`src/rtl/rosc_entropy_collector.sv`:
```
// Ring-oscillator entropy collector: two-flop synchronises the oscillator array,
// XOR-folds it to one raw bit per sample interval and packs 32 bits per word.
module rosc_entropy_collector #(
  parameter int unsigned NUM_ROSC      = 32,
  parameter logic [15:0] SAMPLE_CYCLES = 16'h0100,
  parameter logic [15:0] WARMUP_CYCLES = 16'h1000
) (
  input  logic                clk,
  input  logic                reset,
  input  logic                en,
  input  logic [NUM_ROSC-1:0] rosc_out,
  output logic [31:0]         data,
  output logic                data_valid,
  input  logic                data_ack,
  output logic                busy
);

  typedef enum logic [1:0] {
    IDLE,
    WARMUP,
    COLLECT,
    FULL
  } state_e;

  state_e              state_q, state_d;
  logic [NUM_ROSC-1:0] sync1_q, sync2_q;
  logic [15:0]         warm_cnt_q, warm_cnt_d;
  logic [15:0]         presc_q, presc_d;
  logic [5:0]          bit_cnt_q, bit_cnt_d;
  logic [31:0]         shift_q, shift_d;
  logic [31:0]         data_q, data_d;
  logic                valid_q, valid_d;
  logic                sync_bit;
  logic                sample_tick;
  logic [31:0]         shifted;

  always_ff @(posedge clk or posedge reset) begin
    if (reset) begin
      state_q    <= IDLE;
      sync1_q    <= '0;
      sync2_q    <= '0;
      warm_cnt_q <= '0;
      presc_q    <= '0;
      bit_cnt_q  <= '0;
      shift_q    <= '0;
      data_q     <= '0;
      valid_q    <= 1'b0;
    end else begin
      state_q    <= state_d;
      sync1_q    <= rosc_out;
      sync2_q    <= sync1_q;
      warm_cnt_q <= warm_cnt_d;
      presc_q    <= presc_d;
      bit_cnt_q  <= bit_cnt_d;
      shift_q    <= shift_d;
      data_q     <= data_d;
      valid_q    <= valid_d;
    end
  end

  always_comb begin
    state_d     = state_q;
    warm_cnt_d  = warm_cnt_q;
    presc_d     = presc_q;
    bit_cnt_d   = bit_cnt_q;
    shift_d     = shift_q;
    data_d      = data_q;
    valid_d     = valid_q;
    sync_bit    = ^sync2_q;
    sample_tick = (presc_q == SAMPLE_CYCLES - 16'd1);
    shifted     = {shift_q[30:0], sync_bit};

    case (state_q)
      IDLE: begin
        if (en) state_d = WARMUP;
      end
      WARMUP: begin
        if (warm_cnt_q == WARMUP_CYCLES - 16'd1) begin
          state_d    = COLLECT;
          warm_cnt_d = '0;
          presc_d    = '0;
        end else begin
          warm_cnt_d = warm_cnt_q + 16'd1;
        end
      end
      COLLECT: begin
        if (sample_tick) begin
          presc_d = '0;
          shift_d = shifted;
          if (bit_cnt_q == 6'd31) begin
            data_d    = shifted;
            valid_d   = 1'b1;
            bit_cnt_d = '0;
            state_d   = FULL;
          end else begin
            bit_cnt_d = bit_cnt_q + 6'd1;
          end
        end else begin
          presc_d = presc_q + 16'd1;
        end
      end
      FULL: begin
        if (data_ack && valid_q) begin
          valid_d = 1'b0;
          presc_d = '0;
          state_d = COLLECT;
        end
      end
      default: state_d = IDLE;
    endcase

    // Disable overrides ack and word completion; the last word stays readable.
    if (!en) begin
      state_d    = IDLE;
      valid_d    = 1'b0;
      warm_cnt_d = '0;
      presc_d    = '0;
      bit_cnt_d  = '0;
      shift_d    = '0;
    end
  end

  always_comb begin
    busy       = (state_q == WARMUP) || (state_q == COLLECT);
    data       = data_q;
    data_valid = valid_q;
  end

endmodule

```
`config.mk`:
```
export PLATFORM = sky130hd
export DESIGN_NAME = rosc_entropy_collector
export DESIGN_NICKNAME = d
export VERILOG_FILES = /design/src/rtl/rosc_entropy_collector.sv
export SDC_FILE = /design/constraint.sdc
export NUM_CORES = 1
export LEC_CHECK = 0
export ABC_AREA = 1
export CORE_MARGIN = 2
export CORE_UTILIZATION = 65
export DETAILED_ROUTE_END_ITERATION = 10
export DONT_BUFFER_PORTS = 1
export GPL_ROUTABILITY_DRIVEN = 0
export PLACE_DENSITY = 0.81
export SYNTH_ARGS = -nofsm -noshare
export SYNTH_HDL_FRONTEND = slang
export SYNTH_SLANG_ARGS = --single-unit
```
`constraint.sdc`:
```
create_clock -name clk -period 11.4 [get_ports clk]
set_clock_uncertainty 0.2 [all_clocks]
set_input_delay 1.71 -clock clk [delete_from_list [all_inputs] [get_ports clk]]
set_output_delay 1.71 -clock clk [all_outputs]
set_load 0.02 [all_outputs]
```
==> results of run 1 <==
## power by group
part           leakage (nW)  internal [mW]  switching [mW]
logic                  1.30         0.0330           0.102
clock network         0.310          0.379           0.230
registers              2.19          0.616          0.0164
total                  3.81           1.03           0.348
## layer usage
| layer | vias up | GRT usage (%) | share of wire [%] |
|---|---|---|---|
| met4 | 0 | 10.5 | 1.8 |
| met3 | 28 | 7.11 | 5.3 |
| li1 | 2557 | - | - |
| met1 | 2649 | 32.3 | 41 |
| met5 | - | 0 | 0 |
| met2 | 156 | 45.0 | 52 |
## flip-flops by register name (all words and copies together) (netlist names)
name,count
data_valid,1
presc_q,16
sync1_q,32
shift_q,31
state_q,2
sync2_q,32
data,32
bit_cnt_q,6
warm_cnt_q,16
## cells by family (layout without fill, tap and decap cells)
logic type	Yosys count	after routing
and+or+nand+nor	367	367
DFF	168	168
buffers and inverters	128	143
AOI/OAI and AO/OA	111	111
xor gates and xnor gates	23	23
adders and majority gates	7	7
other	0	1
## layout make-up
cell class,count,area [um2]
timing repair buffer,2,15.0
inverter,109,424
clock inverter,11,168
clock buffer,21,469
sequential,168,4200
multi-input combinational,508,2540
antenna,1,2.50
fill,742,2890
tap,140,175
## cells in the final DEF, fill, tap and decap left out, types with 4 or more instances in the layout
cell type and instances:
inv_2 4, nor3_1 11, nor2_2 4, nand4_1 10, o22ai_1 36, a21oi_1 4, xnor2_1 4, ha_1 7
nand2_2 4, clkbuf_8 5, xor2_1 19, nand3_2 4, o21ai_2 21, clkbuf_16 16, o21ai_1 19, nand2_1 257
o21ai_0 23, dfrtp_1 168, nor2_1 35, inv_1 102, bufinv_16 4, nand3_1 34
## synthesized netlist by cell type (7+ instances only)
master     n  area (um2)
dfrtp_1  168        4200
o21ai_1   19        95.1
nor3_1    11        55.1
o21ai_0   23         115
nand3_1   34         170
xor2_1    19         166
ha_1       7        87.6
o21ai_2   21         184
nand2_1  257         965
nor2_1    35         131
o22ai_1   36         225
inv_1    103         387
buf_6      7        78.8
nand4_1   10        62.6
## path summary, 6_finish.rpt
check,endpoint,from
worst min-delay path,sync2_q[20]$_DFF_PP0_,sync1_q[20]$_DFF_PP0_
max in group asynchronous,data[10]$_DFFE_PP0P_,reset
worst max-delay path,busy,state_q[1]$_DFFE_PP0P_
min in group asynchronous,presc_q[10]$_DFFE_PP0P_,reset
worst max register to register,data[20]$_DFFE_PP0P_,state_q[0]$_DFFE_PP0P_
worst min register to register,sync2_q[20]$_DFF_PP0_,sync1_q[20]$_DFF_PP0_
## through the flow
stage	hold slack (ns)	instance area, um2	util (%)	worst slack [ns]
after floorplan	0.131	7310	-	4.94
after global placement	0.133	7360	67.6	8.11
after detailed placement	0.135	7360	67.6	8.03
after CTS	0.149	7990	73.4	8.04
after global routing	0.153	8000	73.4	7.97
final	0.148	8000	73.4	8.06
## worst max-delay path: stages, from the launching register on
cell and delay (ns):
dfrtp_1 0.38, inv_1 0.10, ha_1 0.42
==> results.md, run 1 <==
* Cell variety after synth at 37
* Layout cells sized above 1 at around a tenth
* CTS Buf Count at 17
* Synthesis Warnings at 0
* First-pass GRT wire length at roughly 24 mm
* Final net count at 849
* DIE AREA at 12,100 um2
* R2R Setup Slk at 8.53 ns
* Worst hold path depth at 0
* Initial core utilization at 67.2%
* Synth Area in XOR/XNOR at 2.75%
* Vias in the first global route at 5,209
* DR vias/cell at 5.61
* Setup Crit Path Kind: reg2out
* Simple-Gate Fraction of Synth Area at roughly a fifth
* Postcts setup bufs at 0
* Data required, critical path at ~9.5 ns
* Root buffer cell: clkbuf_8
* RSZ-0062 raised after global routing: no
* Slew at the pin closest to its max-slew limit at 1.13 ns
* R2R cell count at 7
* Core Area at 10,900 um2
* Synth Net Count at 847
* Placed Instances at 927
* Final wirelength at 15.0 mm
* Fin crit share at between 20 and 30%
* Largest net degree at the start of global routing at 115
* Hold buffers post-CTS at 0
* Via count at 5,390
* Wire length per cell at 15.7 um
* Arr. time, crit path at about 1.4 ns
* Clock-pin slew on the worst setup and hold paths at 0.06 ns
* Fmax at 0.299 GHz
* EDFF count, synth at 0
* Hold Vio Cnt, Final at 0
* DIE WIDTH at 110 um
* MaxCap Viol Count at 0
* Worst-path fanout max at 3
* Leak Pwr at 3.81 nW
* Area Growth Syn to Fin at 9.32%
* Pwr Total at ~1.4 mW
* Worst skew pair latency at 0.54 ns
* CTS Sinks at between 150 and 200
* Total global routing overflow at 0
* VDD IR max at 0.000146 V
* Post-layout min period at between 3 and 4 ns
* FFs w/ async S/R, synth at 100%
* Critical Path Start Type: register
* Hpwl dp at 9.79 mm
* Worst min-delay path class: reg2reg
* Final Setup Violations at 0
* Synth Area in Compound Gates at 9.56%
* Critical Path Sink Type: output port
* Outcome: finished clean
* CTS max path bufs at 2
* Final Non-Filler Cells at 960
* Total number of placement rows at 38
* Primary FF master, synth: dfrtp_1
* DRT Pass-1 Iters at 8
* Detail Route Antenna Nets at 0
* Setup TNS Final at 0 ns
* Syn Inst Count at ~800
* Mapped Avg Cell Area at just over 9 um2
* Initial antenna violation count at 1
* CTS tree: done
* Post-CTS sizing at 0
* Netlist Area Pre-Place at 7310 um2
* Post-synthesis mux area share at 0%
* Flop and latch count out of synthesis at 168
* Sequential share of the synthesized area at 57.5%
* Io pins at 70
* H-tree depth at 4
* Post-synthesis adder-cell area fraction at under 10%
* Port Buffers at 0
* Final routed DRC violation total at 0
* 1st-iter DRT viols at ~470
* Main combinational cell family by area after synthesis: simple AND/OR/NAND/NOR gates
* Die H at ~110 um
* Power per cell area at 172 nW/um2
* Overall routing resource usage at 26.5%
* Relative slew slack at 24.5%
* Slew Limit Fails at 0
No activity file was read; power rests on OpenSTA's default activity.
==> run 2: changes to the inputs <==
- CORE_UTILIZATION: 65 -> 63
- PLACE_DENSITY: 0.81 -> 0.79
- clock period: 11.4 -> 3.4 ns (I/O delays scaled with it)
==> run 2 against run 1 <==
  * First-iteration DRC count fell by 18%
  * Routed wire length fell by 4.7%
  * Die area is 3.1% higher
  * The flow now finishes with violations (hold timing)
  * Non-clock buffer count grew 35
==> results.md, run 2 (synthesis gave the netlist of run 1 again) <==
* Wire length per cell at 14.4 um (-8.3%)
* Fmax at between 0.3 and 0.4 GHz
* Vias in the first global route at 5,442 (+4.5%)
* Post-layout min period at ~2.5 ns
* Initial antenna violation count at 1 (unchanged)
* Port Buffers at 0 (unchanged)
* Filler cell count at 792 (+6.7%)
* Worst skew pair latency at 0.43 ns (-0.11 ns)
* Outcome: complete, but fails checks
* CTS max path bufs at 2 (unchanged)
* Leak Pwr at 3.98 nW (+4.5%)
* Hold Vio Cnt, Final at 5 (+5)
* Fin crit share at 74.8%
* 1st-iter DRT viols at 390 (-18%)
* VDD IR max at 0.000397 V (+170%)
* Most frequent cells in the layout: nand2_1, dfrtp_1, inv_1, o22ai_1, nor2_1
* Critical Path Start Type: register
* Failing checks: hold timing
* Final net count at 884 (+4.1%)
* Power per cell area at 568 nW/um2 (+230%)
* Arr. time, crit path at 2.69 ns (+1.26 ns)
* Setup Crit Path Kind: reg2reg
* Hold WS at -0.0107 ns (-0.158 ns)
* RSZ-0062 raised after global routing: no
* Multi-input gate area at 2540 um2 (unchanged)
* Layout cells sized above 1 at 9.84% (-0.18 points)
* Io pins at 70 (unchanged)
* H-tree depth at 4 (unchanged)
* Area occupied by registers at 4200 um2 (unchanged)
* Initial core utilization at 64.3% (-2.8 points)
* Die H at 112 um (+1.5%)
* Detail Route Antenna Nets at 0 (unchanged)
* CTS tree: done
* DR vias/cell at 5.38 (-4.1%)
* MaxCap Viol Count at 0 (unchanged)
* Final Setup Violations at 0 (unchanged)
* Data required, critical path at 3.54 ns (-5.95 ns)
* First-pass GRT wire length at 24.1 mm (-0.88%)
* Worst-path fanout max at 63 (+60)
* Total number of placement rows at 39 (+2.6%)
* DIE AREA at 12,500 um2 (+3.1%)
* Via count at 5,371 (-0.35%)
* Slew at the pin closest to its max-slew limit at 1.09 ns (-0.0390 ns)
* R2R Setup Slk at 0.86 ns (-7.67 ns)
* Largest net degree at the start of global routing at 64 (-44%)
* Area Growth Syn to Fin at 15.0%
* Final routed DRC violation total at 0 (unchanged)
* Worst min-delay path class: in2async
* Hpwl dp at 9.26 mm (-5.3%)
* Critical Path Sink Type: register
* CTS Sinks at 168 (unchanged)
* Final wirelength at 14.3 mm (-4.7%)
* Root buffer cell: clkbuf_16
* Overall routing resource usage at 24.1% (-2.4 points)
* Slew Limit Fails at 0 (unchanged)
* DRT Pass-1 Iters at 4 (-4)
* Setup TNS Final at 0 ns (unchanged)
* Commonest non-fill, non-tap cell in the layout: nand2_1
* R2R cell count at 8 (+1)
* Core Area at 11,400 um2 (+4.4%)
* Worst slack at placement at 0.881 ns (-7.15 ns)
* Total global routing overflow at 0 (unchanged)
* Relative slew slack at 27.2% (+2.7 points)
* Setup WS post-layout at 0.855 ns (-7.20 ns)
* DIE WIDTH at 112 um (+1.5%)
* CTS Buf Count at 17 (unchanged)
* Clock-pin slew on the worst setup and hold paths at 0.06 ns (about the same)
[run 2: power breakdown]
part           leakage, nW  switching (mW)  total, mW  internal (mW)
logic                 1.46           0.338      0.477          0.140
registers             2.19          0.0499       2.11           2.06
clock network        0.328           0.774       2.18           1.41
total                 3.98            1.16       4.77           3.61
[run 2: worst max-delay path, cell delays in order, from the launching register on]
cell and delay, ns:
dfrtp_1 0.38, inv_1 0.09, ha_1 0.32, inv_1 0.41, nor3_2 0.13, inv_2 0.07
buf_4 0.53, nand2_1 0.18, o21ai_2 0.11
[run 2: per-layer routing]
layer / global-route usage (%) / vias up / share of wire, %
met5: 0 / - / 0
met4: 9.47 / 0 / 2.0
met3: 5.61 / 29 / 4.5
met2: 42.1 / 136 / 52
met1: 29.2 / 2574 / 42
li1: - / 2632 / -
[run 2: what timing repair did]
action                                 4_1_cts  5_1_grt
buffers inserted                             0        0
hold buffers                                32        0
endpoints found under the hold margin       32        0
gates resized for setup                      0        0
[run 2: through the flow]
stage	utilization, %	std cells	area, um2	total power [mW]	hold slack [ns]
2_1_floorplan	-	804	7320	2.53	0.131
3_3_place_gp	65.1	933	7410	2.56	0.132
3_5_place_dp	65.1	933	7410	2.59	0.135
4_1_cts	74.0	997	8410	4.80	0.00904
5_1_grt	74.0	998	8410	4.95	0.0183
6_report	74.0	998	8410	4.77	-0.0107
[run 2: final cells by class]
| class | count | share of cell area (%) |
|---|---|---|
| Antenna cell | 1 | 0.0297 |
| Clock buffer | 23 | 5.92 |
| Clock inverter | 9 | 2.20 |
| Inverter | 109 | 5.03 |
| Multi-Input combinational cell | 508 | 30.2 |
| Sequential cell | 168 | 50.0 |
| Tap cell | 143 | 2.13 |
| Timing Repair Buffer | 37 | 4.55 |
[run 2: path summary, 6_finish.rpt]
| kind | start | endpoint |
|---|---|---|
| worst max register to register | state_q[0]$_DFFE_PP0P_ | data[19]$_DFFE_PP0P_ |
| max in group asynchronous | reset | data[5]$_DFFE_PP0P_ |
| worst max-delay path | state_q[0]$_DFFE_PP0P_ | data[19]$_DFFE_PP0P_ |
| min in group clk | en | presc_q[7]$_DFFE_PP0P_ |
| worst min-delay path | reset | warm_cnt_q[12]$_DFFE_PP0N_ |
| worst min register to register | sync1_q[11]$_DFF_PP0_ | sync2_q[11]$_DFF_PP0_ |
==> run 3: changes to the inputs <==
- ABC_AREA: 1 -> 0
- CORE_UTILIZATION: 63 -> 57
- PLACE_DENSITY: 0.79 -> 0.75
- clock period: 3.4 -> 2.1 ns (I/O delays scaled with it)
==> run 3 against run 2 <==
  * Combinational power grew to 2.5 times the previous value
  * Power increased by 64%
  * Synthesized area shrank 8.4%
  * Die area rose by 1.2%
  * Cell area grew 4.0%
  * The run ends with setup timing left
  * Core utilization up 2.3 points
  * Count of clock-buffer cells in the layout decreased by 6
  * Routed wire length rose by 7.5%
==> results.md, run 3 <==
* Setup Crit Path Kind: reg2reg
* Main area contributors after synthesis: dfrtp_1, nand2_1, mux2_4
* Clock-pin slew on the worst setup and hold paths at 0.07 ns (about the same)
* Relative slew slack at 70.2% (+43 points)
* Synthesis Warnings at 0 (unchanged)
* Hpwl dp at 8.23 mm (-11%)
* Cell area after layout at 8750 um2 (+4.0%)
* Core Util, Final at 76.3% (+2.3 points)
* # diodes at 0 (-1)
* MaxCap Viol Count at 0 (unchanged)
* Area Growth Syn to Fin at 30.6%
* Primary FF master, synth: dfrtp_1
* Root buffer cell: clkbuf_16
* Synth cell count leaders: dfrtp_1, nand2_1, o21ai_0
* Most frequent cell after synthesis: dfrtp_1
* RSZ-0062 raised after global routing: yes
* CTS max path bufs at 2 (unchanged)
* Most frequent cells in the layout: dfrtp_1, nand2_1, buf_4, dlygate4sd3_1, xnor2_1
* Largest net degree at the start of global routing at 92 (+44%)
* Worst-path fanout max at 26 (-59%)
* Post-layout min period at 2.21 ns (-0.334 ns)
* Wire length per cell at 19.0 um (+32%)
* Detail Route Antenna Nets at 0 (unchanged)
* Sequential share of the synthesized area at 62.8% (+5.3 points)
* VDD IR max at 0.000792 V (+100%)
* 1st-iter DRT viols at 411 (+5.4%)
* Syn Inst Count at 558 (-31%)
* Setup TNS Final at -4.04 ns (-4.04 ns)
* Fin crit share at 105% (+30 points)
* H-tree depth at 4 (unchanged)
* DRT Pass-1 Iters at 8 (+4)
* Slew at the pin closest to its max-slew limit at 0.447 ns (-0.646 ns)
* Io pins at 70 (unchanged)
* Outcome: complete, but fails checks
* Flop and latch count out of synthesis at 168 (unchanged)
* DIE WIDTH at 112 um (+0.59%)
* Final net count at 701 (-21%)
* Layout cells sized above 1 at 27.6% (+18 points)
* Die H at 112 um (+0.59%)
* Worst skew pair latency at 0.43 ns (about the same)
* Placed Instances at 734 (-21%)
* Filler cell count at 627 (-21%)
* Overall routing resource usage at 23.1% (-1.0 points)
* Data required, critical path at 2.21 ns (-1.33 ns)
* Synth Net Count at 601 (-29%)
* Via count at 4,679 (-13%)
* Post-synth top area share at 62.8% (+5.3 points)
* CTS Buf Count at 17 (unchanged)
* Netlist Area Pre-Place at 6700 um2 (-8.4%)
* Total global routing overflow at 0 (unchanged)
* Cell variety after synth at 44 (+19%)
* Initial core utilization at 58.4% (-5.9 points)
* Pwr Total at 7.82 mW (+64%)
* CTS tree: done
* EDFF count, synth at 0 (unchanged)
* Slew Limit Fails at 0 (unchanged)
* Total number of placement rows at 39 (unchanged)
* Mapped Avg Cell Area at 12.0 um2 (+32%)
* Yosys top cell by area: dfrtp_1
* Arr. time, crit path at 2.32 ns (-0.37 ns)
* Critical Path Sink Type: register
* Final routed DRC violation total at 0 (unchanged)
* DR vias/cell at 5.76 (+6.9%)
* Fmax at 0.452 GHz (+15%)
* Worst min-delay path class: in2reg
* Area post-placement at 7280 um2 (-1.7%)
* Critical Path Start Type: register
* Setup WS post-layout at -0.111 ns (-0.966 ns)
* Commonest non-fill, non-tap cell in the layout: dfrtp_1
* Hold Vio Cnt, Final at 0 (-5)
* Final wirelength at 15.4 mm (+7.5%)
* Initial antenna violation count at 0 (-1)
* Final Non-Filler Cells at 813 (-19%)
* Power per cell area at 895 nW/um2 (+58%)
* DIE AREA at 12,600 um2 (+1.2%)
* CTS Sinks at 168 (unchanged)
* Port Buffers at 0 (unchanged)
* First-pass GRT wire length at 22.9 mm (-5.1%)
* Failing checks: setup timing
* Final Setup Violations at 59 (+59)
* FFs w/ async S/R, synth at 100% (unchanged)
* Core Area at 11,500 um2 (+0.86%)
* Leak Pwr at 3.98 nW (about the same)
* Vias in the first global route at 4,683 (-14%)
-- run 3: path summary, 6_finish.rpt --
kind / startpoint / endpoint / slack (ns) / cells after the start
worst max-delay path: presc_q[11]$_DFFE_PP0P_ / data[9]$_DFFE_PP0P_ / -0.11 / 6
worst min-delay path: en / shift_q[21]$_DFFE_PP0P_ / 0.02 / 2
worst max register to register: presc_q[11]$_DFFE_PP0P_ / data[9]$_DFFE_PP0P_ / -0.11 / 6
worst min register to register: sync1_q[16]$_DFF_PP0_ / sync2_q[16]$_DFF_PP0_ / 0.15 / 0
max in group asynchronous: reset / shift_q[17]$_DFFE_PP0P_ / 1.00 / 3
min in group asynchronous: reset / sync1_q[4]$_DFF_PP0_ / 0.35 / 3
-- run 3: area by class of cell --
class	count	area (um2)	area share, %
clock buffers	17	425	4.86
clock inverters	14	186	2.13
repair buffers	102	1030	11.8
well taps	143	179	2.05
inverters	6	26.3	0.300
flip-flops and latches	168	4200	48.1
multi-input cells	363	2690	30.8
-- run 3: through the flow --
step	hold slack (ns)	worst slack [ns]
floorplan	0.131	-0.556
global placement	0.132	-0.119
detailed placement	0.135	-0.170
CTS	0.00372	-0.0736
global route	0.0147	-0.149
finish	0.0173	-0.111
-- run 3: repair_timing --
action / CTS / global route
pin swaps: 15 / 23
setup buffers: 3 / 4
cloned: 1 / 6
setup endpoints to repair: 84 / 96
resized for setup: 23 / 101
endpoints found under the hold margin: 243 / 0
hold buffers: 34 / 0
-- run 3: layer usage --
metal  GRT usage, %  wire length, um
met1           28.5             6210
met2           39.9             8190
met3           5.62              727
met4           8.29              282
met5              0                0
-- run 3: cells by family after synthesis --
logic type / share of synthesized area (%)
XOR/XNOR: 4.45
adder cells (fa/ha/maj): 1.31
AND/OR/NAND/NOR: 12.2
AO/OA/AOI/OAI: 10.9
flip-flops: 62.8
buffers and inverters: 2.04
multiplexers: 6.37
-- run 3: report_power, final --
group          switching, mW  internal, mW  total, mW
registers             0.0590          3.33       3.39
clock network           1.33          1.90       3.23
logic                  0.682         0.514       1.20
total                   2.08          5.75       7.82
-- run 3: critical path: stages, from the launching register on --
cell     delay, ns
dfrtp_1       0.38
or4_4         0.56
nor2_4        0.15
and3_4        0.24
nand2_4       0.06
buf_12        0.17
mux2_4        0.31
